File: src/rtl/reaction_timer.sv
`default_nettype none
// ============================================================================
// Module   : reaction_timer
// Brief    : Reaction-time meter for the starting-lights game. Arms on a new
//            light sequence, counts milliseconds in BCD from lights-out until
//            the player's key press, flags false starts and saturation, and
//            keeps the best valid time.
// Revision : 1.0 - initial release
// ============================================================================
module reaction_timer #(
   parameter int SAT_VALUE = 9999
) (
   input  logic       clk,
   input  logic       rst,
   input  logic       tick_ms,
   input  logic       arm,
   input  logic       lights_out,
   input  logic       key_n,
   output logic [3:0] bcd0,
   output logic [3:0] bcd1,
   output logic [3:0] bcd2,
   output logic [3:0] bcd3,
   output logic [3:0] best0,
   output logic [3:0] best1,
   output logic [3:0] best2,
   output logic [3:0] best3,
   output logic       valid,
   output logic       false_start,
   output logic       overflow,
   output logic       running
);

   // Saturation value laid out as four BCD digits, thousands digit on top.
   localparam logic [15:0] C_SAT_BCD = {4'((SAT_VALUE / 1000) % 10),
                                        4'((SAT_VALUE / 100) % 10),
                                        4'((SAT_VALUE / 10) % 10),
                                        4'(SAT_VALUE % 10)};

   typedef enum logic [1:0] {
      S_IDLE   = 2'd0,
      S_ARMED  = 2'd1,
      S_TIMING = 2'd2,
      S_DONE   = 2'd3
   } state_t;

   state_t      state_q, state_d;
   logic        sync1_q, sync1_d;
   logic        sync2_q, sync2_d;
   logic        prev_q, prev_d;
   logic        press_q, press_d;
   logic [15:0] count_q, count_d;
   logic [15:0] best_q, best_d;
   logic        valid_q, valid_d;
   logic        false_start_q, false_start_d;
   logic        overflow_q, overflow_d;
   logic        running_q, running_d;
   logic        entry_q, entry_d;

   // Add one to a 4-digit BCD value, each digit wrapping 9 -> 0 with carry.
   function automatic logic [15:0] bcd_inc(input logic [15:0] v);
      logic [15:0] r;
      logic        carry;
      r     = v;
      carry = 1'b1;
      for (int i = 0; i < 4; i++) begin
         if (carry) begin
            if (v[i*4 +: 4] == 4'd9) begin
               r[i*4 +: 4] = 4'd0;
            end else begin
               r[i*4 +: 4] = v[i*4 +: 4] + 4'd1;
               carry       = 1'b0;
            end
         end
      end
      return r;
   endfunction

   // Key path: two-flop synchronizer, previous-value register and a
   // registered one-cycle press pulse on the synchronized falling edge.
   always_comb begin
      sync1_d = key_n;
      sync2_d = sync1_q;
      prev_d  = sync2_q;
      press_d = prev_q & ~sync2_q;
   end

   // Measurement FSM: next state, count and result flags.
   always_comb begin
      state_d       = state_q;
      count_d       = count_q;
      valid_d       = valid_q;
      false_start_d = false_start_q;
      overflow_d    = overflow_q;
      if (arm) begin
         // A new light sequence always restarts, whatever else is happening.
         state_d       = S_ARMED;
         count_d       = 16'h0000;
         valid_d       = 1'b0;
         false_start_d = 1'b0;
         overflow_d    = 1'b0;
      end else begin
         case (state_q)
            S_ARMED: begin
               // A press wins over a simultaneous lights-out: false start.
               if (press_q) begin
                  state_d       = S_DONE;
                  false_start_d = 1'b1;
                  count_d       = 16'h0000;
               end else if (lights_out) begin
                  state_d = S_TIMING;
                  count_d = 16'h0000;
               end
            end
            S_TIMING: begin
               // A press swallows a coincident tick.
               if (press_q) begin
                  state_d = S_DONE;
                  valid_d = ~overflow_q;
               end else if (tick_ms && (count_q != C_SAT_BCD)) begin
                  count_d = bcd_inc(count_q);
                  if (bcd_inc(count_q) == C_SAT_BCD) begin
                     overflow_d = 1'b1;
                  end
               end
            end
            default: begin
            end
         endcase
      end
   end

   // Status outputs and best-time tracking; best is only considered on the
   // cycle right after DONE is entered.
   always_comb begin
      running_d = (state_d == S_TIMING);
      entry_d   = (state_d == S_DONE) && (state_q != S_DONE);
      best_d    = best_q;
      if (entry_q && valid_q && (count_q < best_q)) begin
         best_d = count_q;
      end
   end

   // State and data registers with synchronous reset.
   always_ff @(posedge clk) begin
      if (rst) begin
         state_q       <= S_IDLE;
         sync1_q       <= 1'b1;
         sync2_q       <= 1'b1;
         prev_q        <= 1'b1;
         press_q       <= 1'b0;
         count_q       <= 16'h0000;
         best_q        <= C_SAT_BCD;
         valid_q       <= 1'b0;
         false_start_q <= 1'b0;
         overflow_q    <= 1'b0;
         running_q     <= 1'b0;
         entry_q       <= 1'b0;
      end else begin
         state_q       <= state_d;
         sync1_q       <= sync1_d;
         sync2_q       <= sync2_d;
         prev_q        <= prev_d;
         press_q       <= press_d;
         count_q       <= count_d;
         best_q        <= best_d;
         valid_q       <= valid_d;
         false_start_q <= false_start_d;
         overflow_q    <= overflow_d;
         running_q     <= running_d;
         entry_q       <= entry_d;
      end
   end

   assign bcd0        = count_q[3:0];
   assign bcd1        = count_q[7:4];
   assign bcd2        = count_q[11:8];
   assign bcd3        = count_q[15:12];
   assign best0       = best_q[3:0];
   assign best1       = best_q[7:4];
   assign best2       = best_q[11:8];
   assign best3       = best_q[15:12];
   assign valid       = valid_q;
   assign false_start = false_start_q;
   assign overflow    = overflow_q;
   assign running     = running_q;

endmodule
`default_nettype wire

File: config.mk
export PLATFORM = sky130hd
export DESIGN_NAME = reaction_timer
export DESIGN_NICKNAME = d
export VERILOG_FILES = /design/src/rtl/reaction_timer.sv
export SDC_FILE = /design/constraint.sdc
export NUM_CORES = 1
export LEC_CHECK = 0
export BUFFER_PORTS_ARGS = -buffer_cell sky130_fd_sc_hd__buf_2
export CELL_PAD_IN_SITES_DETAIL_PLACEMENT = 1
export CELL_PAD_IN_SITES_GLOBAL_PLACEMENT = 1
export CORE_ASPECT_RATIO = 1.25
export CORE_MARGIN = 2
export CORE_UTILIZATION = 42
export CTS_CLUSTER_DIAMETER = 120
export DETAILED_ROUTE_END_ITERATION = 10
export HOLD_SLACK_MARGIN = 0.1
export PLACE_DENSITY = 0.86
export REMOVE_ABC_BUFFERS = 1
export SLEW_MARGIN = 20
export SYNTH_ARGS = -nofsm -noshare
export SYNTH_HDL_FRONTEND = slang
export SYNTH_SLANG_ARGS = --single-unit
File: constraint.sdc
create_clock -name clk -period 2.3 [get_ports clk]
set_input_delay 0.46 -clock clk [delete_from_list [all_inputs] [get_ports clk]]
set_output_delay 0.46 -clock clk [all_outputs]
set_load 0.05 [all_outputs]
# [After elaboration in Yosys (flattened, before gate mapping)]
# Cells that the tools add are included.
# W data, S select, Z words.
[word_totals] register_bits=43 word_cells=95
[classes] add_sub_neg=4 n_lt_le_gt_ge=1 eq_ne=14 muxes=50 bitwise_logic=4 n_reduce_logical=10
[ops] op="$mux W4" count=23
[ops] op="$mux W16" count=4
[ops] op="$pmux W16 S2" count=1
[ops] op="$mux W1" count=17
[ops] op="$add A4 B1 Y4 const B" count=4
[ops] op="$eq A16 B16 Y1 const B" count=1
[ops] op="$eq A4 B4 Y1 const B" count=4
[ops] op="$lt A16 B16 Y1" count=1
[ops] op="$ne A16 B16 Y1 const B" count=1
[ops] op="$mux W2" count=4
[ops] op="$reduce_and A4 Y1" count=2
[ops] op="$eq A2 B2 Y1 const B" count=3
[ops] op="$ne A2 B2 Y1 const B" count=3
[ops] op="$logic_and A1 B1 Y1" count=4
[ops] op="$pmux W2 S2" count=1
[ops] op="$reduce_and A2 Y1" count=2
[ops] op="$ne A3 B3 Y1 const B" count=1
[ops] op="$not A1 Y1" count=3
[ops] op="$eq A2 B1 Y1 const B" count=1
[ops] op="$reduce_bool A2 Y1" count=1
[ops] op="$reduce_or A2 Y1" count=1
[ops] op="$and A1 B1 Y1" count=1

# [Depth between registers and ports, before layout]
# Gate-level depths: netlist (run 1).
[depth] depth_word=23 ltp_mapped=9 mapped_depth_nobuf=7

# [Least setup slack after synthesis (run 1)]
# Ideal clock, no wire load.
[synth_path] path_type="reg-to-reg" start="reg count_q[7]" end="reg best_q[4]" t_arrival_ns=2.453 required_time_ns=2.228 slack_ns=-0.225 path_stages_with_launch=8 path_buffers=1 period_less_slack_ns=2.525 cell_sequence="dfxtp_1 > ha_1 > and2_1 > a221oi_1 > o21ai_1 > a211oi_4 > buf_6 > mux2i_1"
[synth_via] elab_chain_len=2
[synth_rtl] item="from (decl)" line="51" rtl="logic [15:0] count_q, count_d;"
[synth_rtl] item="from (signal assigned)" line="164" rtl="count_q <= count_d;"
[synth_rtl] item="$lt A16 B16 Y1" line="138" rtl="if (entry_q && valid_q && (count_q < best_q)) begin"
[synth_rtl] item="$logic_and A1 B1 Y1" line="138"
[synth_rtl] item="to (signal assigned)" line="165" rtl="best_q <= best_d;"
[synth_rtl] item="to (decl)" line="52" rtl="logic [15:0] best_q, best_d;"
# Every way passes these cells.
# A chain may end at the register's enable or synchronous reset.

# [Worst setup path in the final report (run 1)]
[layout_path] start="reg best_q[15]" end="reg best_q[2]"
[layout_via] elab_chain_len=2
[layout_rtl] item="$lt A16 B16 Y1" line="138"
[layout_rtl] item="$logic_and A1 B1 Y1" line="138"
# Every way passes these cells.

==> results of run 1 <==
## worst paths after layout
check / from / endpoint / slack, ps / depth (start not counted)
hold / removal: key_n / sync1_q$_SDFF_PP1_ / 340 / 2
setup reg to reg: best_q[15]$_SDFFE_PP1P_ / best_q[2]$_SDFFE_PP0P_ / 130 / 7
setup / recovery: best_q[15]$_SDFFE_PP1P_ / best_q[2]$_SDFFE_PP0P_ / 130 / 7
hold reg to reg: prev_q$_SDFF_PP1_ / press_q$_SDFF_PP0_ / 420 / 2
## cells by family (layout without fill, tap and decap cells)
group | count (synthesis) | count (layout)
AOI/OAI and AO/OA | 59 | 59
xor gates and xnor gates | 2 | 2
adders and majority gates | 22 | 22
buffers and inverters | 34 | 89
DFF | 43 | 43
muxes | 21 | 21
and+or+nand+nor | 114 | 114
## cell type report
class | count | area (µm²) | area share
Clock buffer | 8 | 100 | 0.0331
Inverter | 25 | 93.8 | 0.0310
Multi-Input combinational cell | 218 | 1540 | 0.509
Sequential cell | 43 | 861 | 0.285
Tap cell | 66 | 82.6 | 0.0273
Timing Repair Buffer | 56 | 348 | 0.115
## critical path, delay by kind of cell, from the launching register on
kind | cells | cell delay [ps]
adder cells (fa/ha/maj) | 1 | 300
multiplexers | 1 | 190
AO/OA/AOI/OAI | 3 | 950
buffers and inverters | 2 | 300
flip-flops | 1 | 350
## routing by layer
metal  share of wire  track usage  vias to the layer above
li1                -            -                     1134
met1            0.42        0.256                     1130
met2            0.52        0.368                       35
met3           0.025       0.0379                       12
met4           0.027       0.0803                        0
met5               0            0                        -
## power breakdown
group / switching [mW] / internal (mW)
Combinational: 0.0422 / 0.0266
Clock: 0.256 / 0.274
Sequential: 0.00381 / 0.749
Total: 0.302 / 1.05
## through the flow
stage                     cell area, µm²  std cells  worst slack [ps]  hold WS (ps)
after global routing                3030        416              14.9           343
after detailed placement            2890        407               116           409
after floorplan                     2480        286              -378           389
after global placement              2890        407               286           397
final                               3030        416               130           340
after CTS                           2990        415               122           337
## synthesized netlist by cell type, types with 5 or more instances
library cell	instances	area [µm²]
clkbuf_1	5	18.8
and2_1	5	31.3
a21o_1	6	45.0
ha_1	22	275
nand3_1	6	30.0
mux2i_1	21	210
dfxtp_1	43	861
nand2_1	21	78.8
inv_1	25	93.8
nor2_1	25	93.8
nand2b_1	20	125
a21oi_1	18	90.1
o21ai_0	13	65.1
## cell usage in the layout, fill, tap and decap left out, types with 5 or more instances in the layout
cell type	instances
o21ai_0	13
dfxtp_1	43
ha_1	22
mux2i_1	21
nor2_1	25
nand3_1	6
inv_1	25
a21o_1	6
and2_1	5
buf_4	13
nand2b_1	20
clkbuf_8	7
a21oi_1	18
nand2_1	21
buf_2	41
==> results.yml, run 1 <==
pwr:
  total_power_mw: 1.35
  peakVddDrop_uv: 365
  power.density_mw_per_mm2: 447
  p_leak_nw: 1.32
timing:
  drv_slew: 0
  hold_viol_final: 0
  fin_tns_setup_ps: 0
  post-route-period-util: 0.944
  fin_skew_ps: 3.74
  worst_slew_pin_slew_ps: 542
  rsz0062_at_grt: "false"
  slew_headroom: 0.635
  min_period_ps: 2170
  setup_violations: 0
  fmax_mhz: 461
grt:
  antenna_found_initial: 0
  grt_pass1_wl_um: 11200
  grtUsageTotal: 0.213
  grt_max_degree: 38
  grt_overflow: 0
  grt_pass1_vias: 2331
setup_path:
  path_cells: "inv_1, ha_1, a211oi_1, o21ai_0, a211oi_4, clkbuf_16, mux2i_1"
  end_kind: "register"
  critPathArrivalTime_ps: 2400
  worst-setup-path-type: "reg -> reg"
  startpoint_type: "register"
  worstPathRequired_ps: 2530
  crit_path_max_incr_delay_ps: 390
  slowest_stage: "a211oi_4"
  crit_fanout: 8
final_layout:
  fillers: 723
  diodes: 0
  drive_above_1_share: 0.217
  syn_to_final_growth_pct: 19.6
  fin_nets: 377
  final_core_util: 0.520
  top_regs: "best_q: 16 flops, count_q: 16 flops, state_q: 2 flops"
floorplanning:
  core-area_mm2: 0.00582
  fp.dieH_um: 90.8
  die_width_um: 73.4
  rows: 31
  dieArea_mm2: 0.00666
  start_util: 0.435
  num_io_pins: 42
logic_synthesis:
  ys_ff_latch: 43
  ys_types: 54
  synth_edf_count: 0
  syn_area_mm2: 0.00253
  yosys_warnings: 0
  synth_xor_xnor_area_share: 0.00692
  synth_ff_type: "dfxtp_1"
  muxShareOfSynthArea: 0.0831
  synthSimpleGateAreaFrac: 0.253
  yosys.area_share.adder: 0.109
  synth_top_family_by_area: "simple AND/OR/NAND/NOR gates"
  synth_compound_area_frac: 0.153
  synthArstFlopShare: 0
  syn_area_per_cell_um2: 8.58
  yosysSeqAreaShare: 0.340
  postSynthCellCount: 295
clocking:
  ctsResizeCount: 0
  post_cts_buffers: 0
  cts_sinks: 43
  cts_buffers: 5
  cts_max_level: 2
  clk_pin_slew_ps: 80
  tritoncts: "done"
  clkLatencyLatePin_ps: 300
  ctsHoldBuffers: 0
  cts_buffer_depth: 2
  cts_root_buffer: "clkbuf_8"
placement:
  post-dp-hpwl_um: 5040
  port_buffers: 41
  finalWeightedCongestion: 0.791
route:
  drt_iter0_markers: 130
  ant_nets: 0
  dr.pass1.iters: 4
  vias: 2311
  drc: 0
  via_per_inst: 5.56
  routed_wirelength_um: 7020
  wl_per_cell_um: 16.9
outcome:
  outcome: "finished clean"
min_path:
  min-delay-path-class: "in -> reg"
run:
  cap_viol_max_count: 0
(Power assumes the default switching activity.)
==> inputs of run 2 (changes only) <==
==> config.mk (replaced) <==
export PLATFORM = sky130hd
export DESIGN_NAME = reaction_timer
export DESIGN_NICKNAME = d
export VERILOG_FILES = /design/src/rtl/reaction_timer.sv
export SDC_FILE = /design/constraint.sdc
export NUM_CORES = 1
export LEC_CHECK = 0
export CELL_PAD_IN_SITES_DETAIL_PLACEMENT = 1
export CELL_PAD_IN_SITES_GLOBAL_PLACEMENT = 1
export CORE_ASPECT_RATIO = 1.25
export CORE_UTILIZATION = 47
export CTS_CLUSTER_DIAMETER = 120
export DETAILED_ROUTE_END_ITERATION = 10
export DONT_BUFFER_PORTS = 1
export HOLD_SLACK_MARGIN = 0.1
export PLACE_DENSITY = 0.86
export REMOVE_ABC_BUFFERS = 1
export SLEW_MARGIN = 20
export SYNTH_ARGS = -nofsm -noshare
export SYNTH_HDL_FRONTEND = slang
export SYNTH_SLANG_ARGS = --single-unit
export TNS_END_PERCENT = 20
==> run 2 against run 1 <==
- power is 6.5% lower
- via count is 2.8% lower
- fmax is 0.41% lower
- design area is 2.9% lower
- register-to-register slack hardly changed
- clock power is 14% lower
- non-clock buffer count is 19 lower
- global-route usage is 4.7 points higher
- worst setup slack worse by 8.9 ps
- hold slack worse by 100 ps
- sequential power hardly changed
- first-iteration DRC count is 10% higher
- critical path type unchanged
- critical endpoint is now best_q[15]$_SDFFE_PP1P_
- largest power group unchanged
- highest routed layer unchanged
==> results.yml, run 2 (synthesis results as in run 1) <==
outcome:
  outcome: "finished clean"
final_layout:
  final_cell_mix: "dfxtp_1 (40), buf_4 (36), inv_1 (25), nor2_1 (25), ha_1 (22)"
  fin_nets: 358
  diodes: 0
  top_regs: "best_q: 16 flops, count_q: 16 flops, state_q: 2 flops"
  final_area_mm2: 0.00294
  syn_to_final_growth_pct: 16.2
  drive_above_1_share: 0.173
  layout_commonest_cell: "dfxtp_1"
floorplanning:
  core-area_mm2: 0.00512
  rows: 29
  fp.dieH_um: 84.0
  start_util: 0.494
  num_io_pins: 42
  dieArea_mm2: 0.00568
  die_width_um: 67.6
timing:
  fin_skew_ps: 5.91
  drv_slew: 0
  post-route-period-util: 0.947
  hold_slack_ps: 239
  fmax_mhz: 459
  fin_ws_ps: 121
  rsz0062_at_grt: "false"
  worst_slew_pin_slew_ps: 648
  slew_headroom: 0.566
  min_period_ps: 2180
  hold_viol_final: 0
  setup_violations: 0
setup_path:
  worst-setup-path-type: "reg -> reg"
  end_kind: "register"
  crit_path_max_incr_delay_ps: 430
  path_cells: "ha_1, and2_1, a221oi_1, o21ai_2, a211oi_4, buf_12, mux2i_1"
  critPathArrivalTime_ps: 2400
  crit_fanout: 16
  startpoint_type: "register"
  worstPathRequired_ps: 2520
  slowest_stage: "dfxtp_2"
pwr:
  peakVddDrop_uv: 314
  total_power_mw: 1.26
  power.density_mw_per_mm2: 430
  p_leak_nw: 1.21
grt:
  grt_overflow: 0
  grt_max_degree: 39
  grt_pass1_wl_um: 11200
  antenna_found_initial: 0
  grt_pass1_vias: 2360
  grtUsageTotal: 0.260
clocking:
  cts_sinks: 43
  cts_root_buffer: "clkbuf_8"
  tritoncts: "done"
  cts_buffers: 5
  clk_pin_slew_ps: 80
  cts_max_level: 2
  cts_buffer_depth: 2
  clkLatencyLatePin_ps: 300
route:
  ant_nets: 0
  wl_per_cell_um: 17.4
  routed_wirelength_um: 6800
  dr.pass1.iters: 4
  via_per_inst: 5.74
  drc: 0
  drt_iter0_markers: 143
  vias: 2246
placement:
  port_buffers: 0
  place_ws_ps: -28.0
  placed_cell_area_mm2: 0.00285
  post-dp-hpwl_um: 4880
  finalWeightedCongestion: 0.804
min_path:
  min-delay-path-class: "in -> reg"
run:
  cap_viol_max_count: 0
[run 2: cell types whose count changed in the layout (fill, tap and decap cells not counted), sizes merged]
| cell | previous run | this run |
|---|---|---|
| buf | 55 | 37 |
| clkbuf | 9 | 6 |
[run 2: path summary, 6_finish.rpt]
path / depth (start not counted) / slack (ps) / startpoint / end
setup / recovery: 7 / 120 / count_q[7]$_SDFFE_PP0P_ / best_q[15]$_SDFFE_PP1P_
hold reg to reg: 1 / 420 / sync1_q$_SDFF_PP1_ / prev_d$_SDFF_PP1_
hold / removal: 1 / 240 / rst / state_q[0]$_SDFF_PP0_
setup reg to reg: 7 / 120 / count_q[7]$_SDFFE_PP0P_ / best_q[15]$_SDFFE_PP1P_
[run 2: cell type report]
class | count | area (µm²)
Tap cell | 62 | 77.6
Fill cell | 631 | 2180
Multi-Input combinational cell | 218 | 1540
Timing Repair Buffer | 37 | 290
Inverter | 25 | 93.8
Clock buffer | 6 | 72.6
Sequential cell | 43 | 865
[run 2: report_power, final]
part	internal, mW	switching (mW)	leakage (nW)	total, mW
Combinational	0.0225	0.0322	0.828	0.0547
Sequential	0.749	0.00528	0.349	0.755
Clock	0.203	0.252	0.0371	0.455
[run 2: critical path, delay by kind of cell, from the launching register on]
family | cells | cell delay (ps)
mux | 1 | 230
simple gates | 1 | 180
compound gates | 3 | 790
flops | 1 | 430
fa+ha+maj | 1 | 260
buf+inv | 1 | 210
[run 2: routing by layer]
metal  vias to the layer above  global-route usage  share of wire
met4                         0              0.0928          0.019
met5                         -                   0              0
met2                        40               0.459           0.54
met1                      1092               0.294           0.41
li1                       1100                   -              -
met3                        14              0.0546          0.036
[run 2: timing repair]
item                                    4_1_cts  5_1_grt
pin swaps                                     0        1
hold buffers                                  0        0
resized for setup                             3        2
hold endpoints to repair                      0        0
gates cloned                                  0        0
setup buffers                                 0        0
endpoints found under the setup margin        4       17
[run 2: per-stage QoR]
step                utilization  cells  setup TNS, ps
global route              0.574    391              0
finish                    0.574    391              0
global placement          0.558    385              0
floorplan                     -    286          -6080
detailed placement        0.558    385          -53.0
CTS                       0.573    391              0
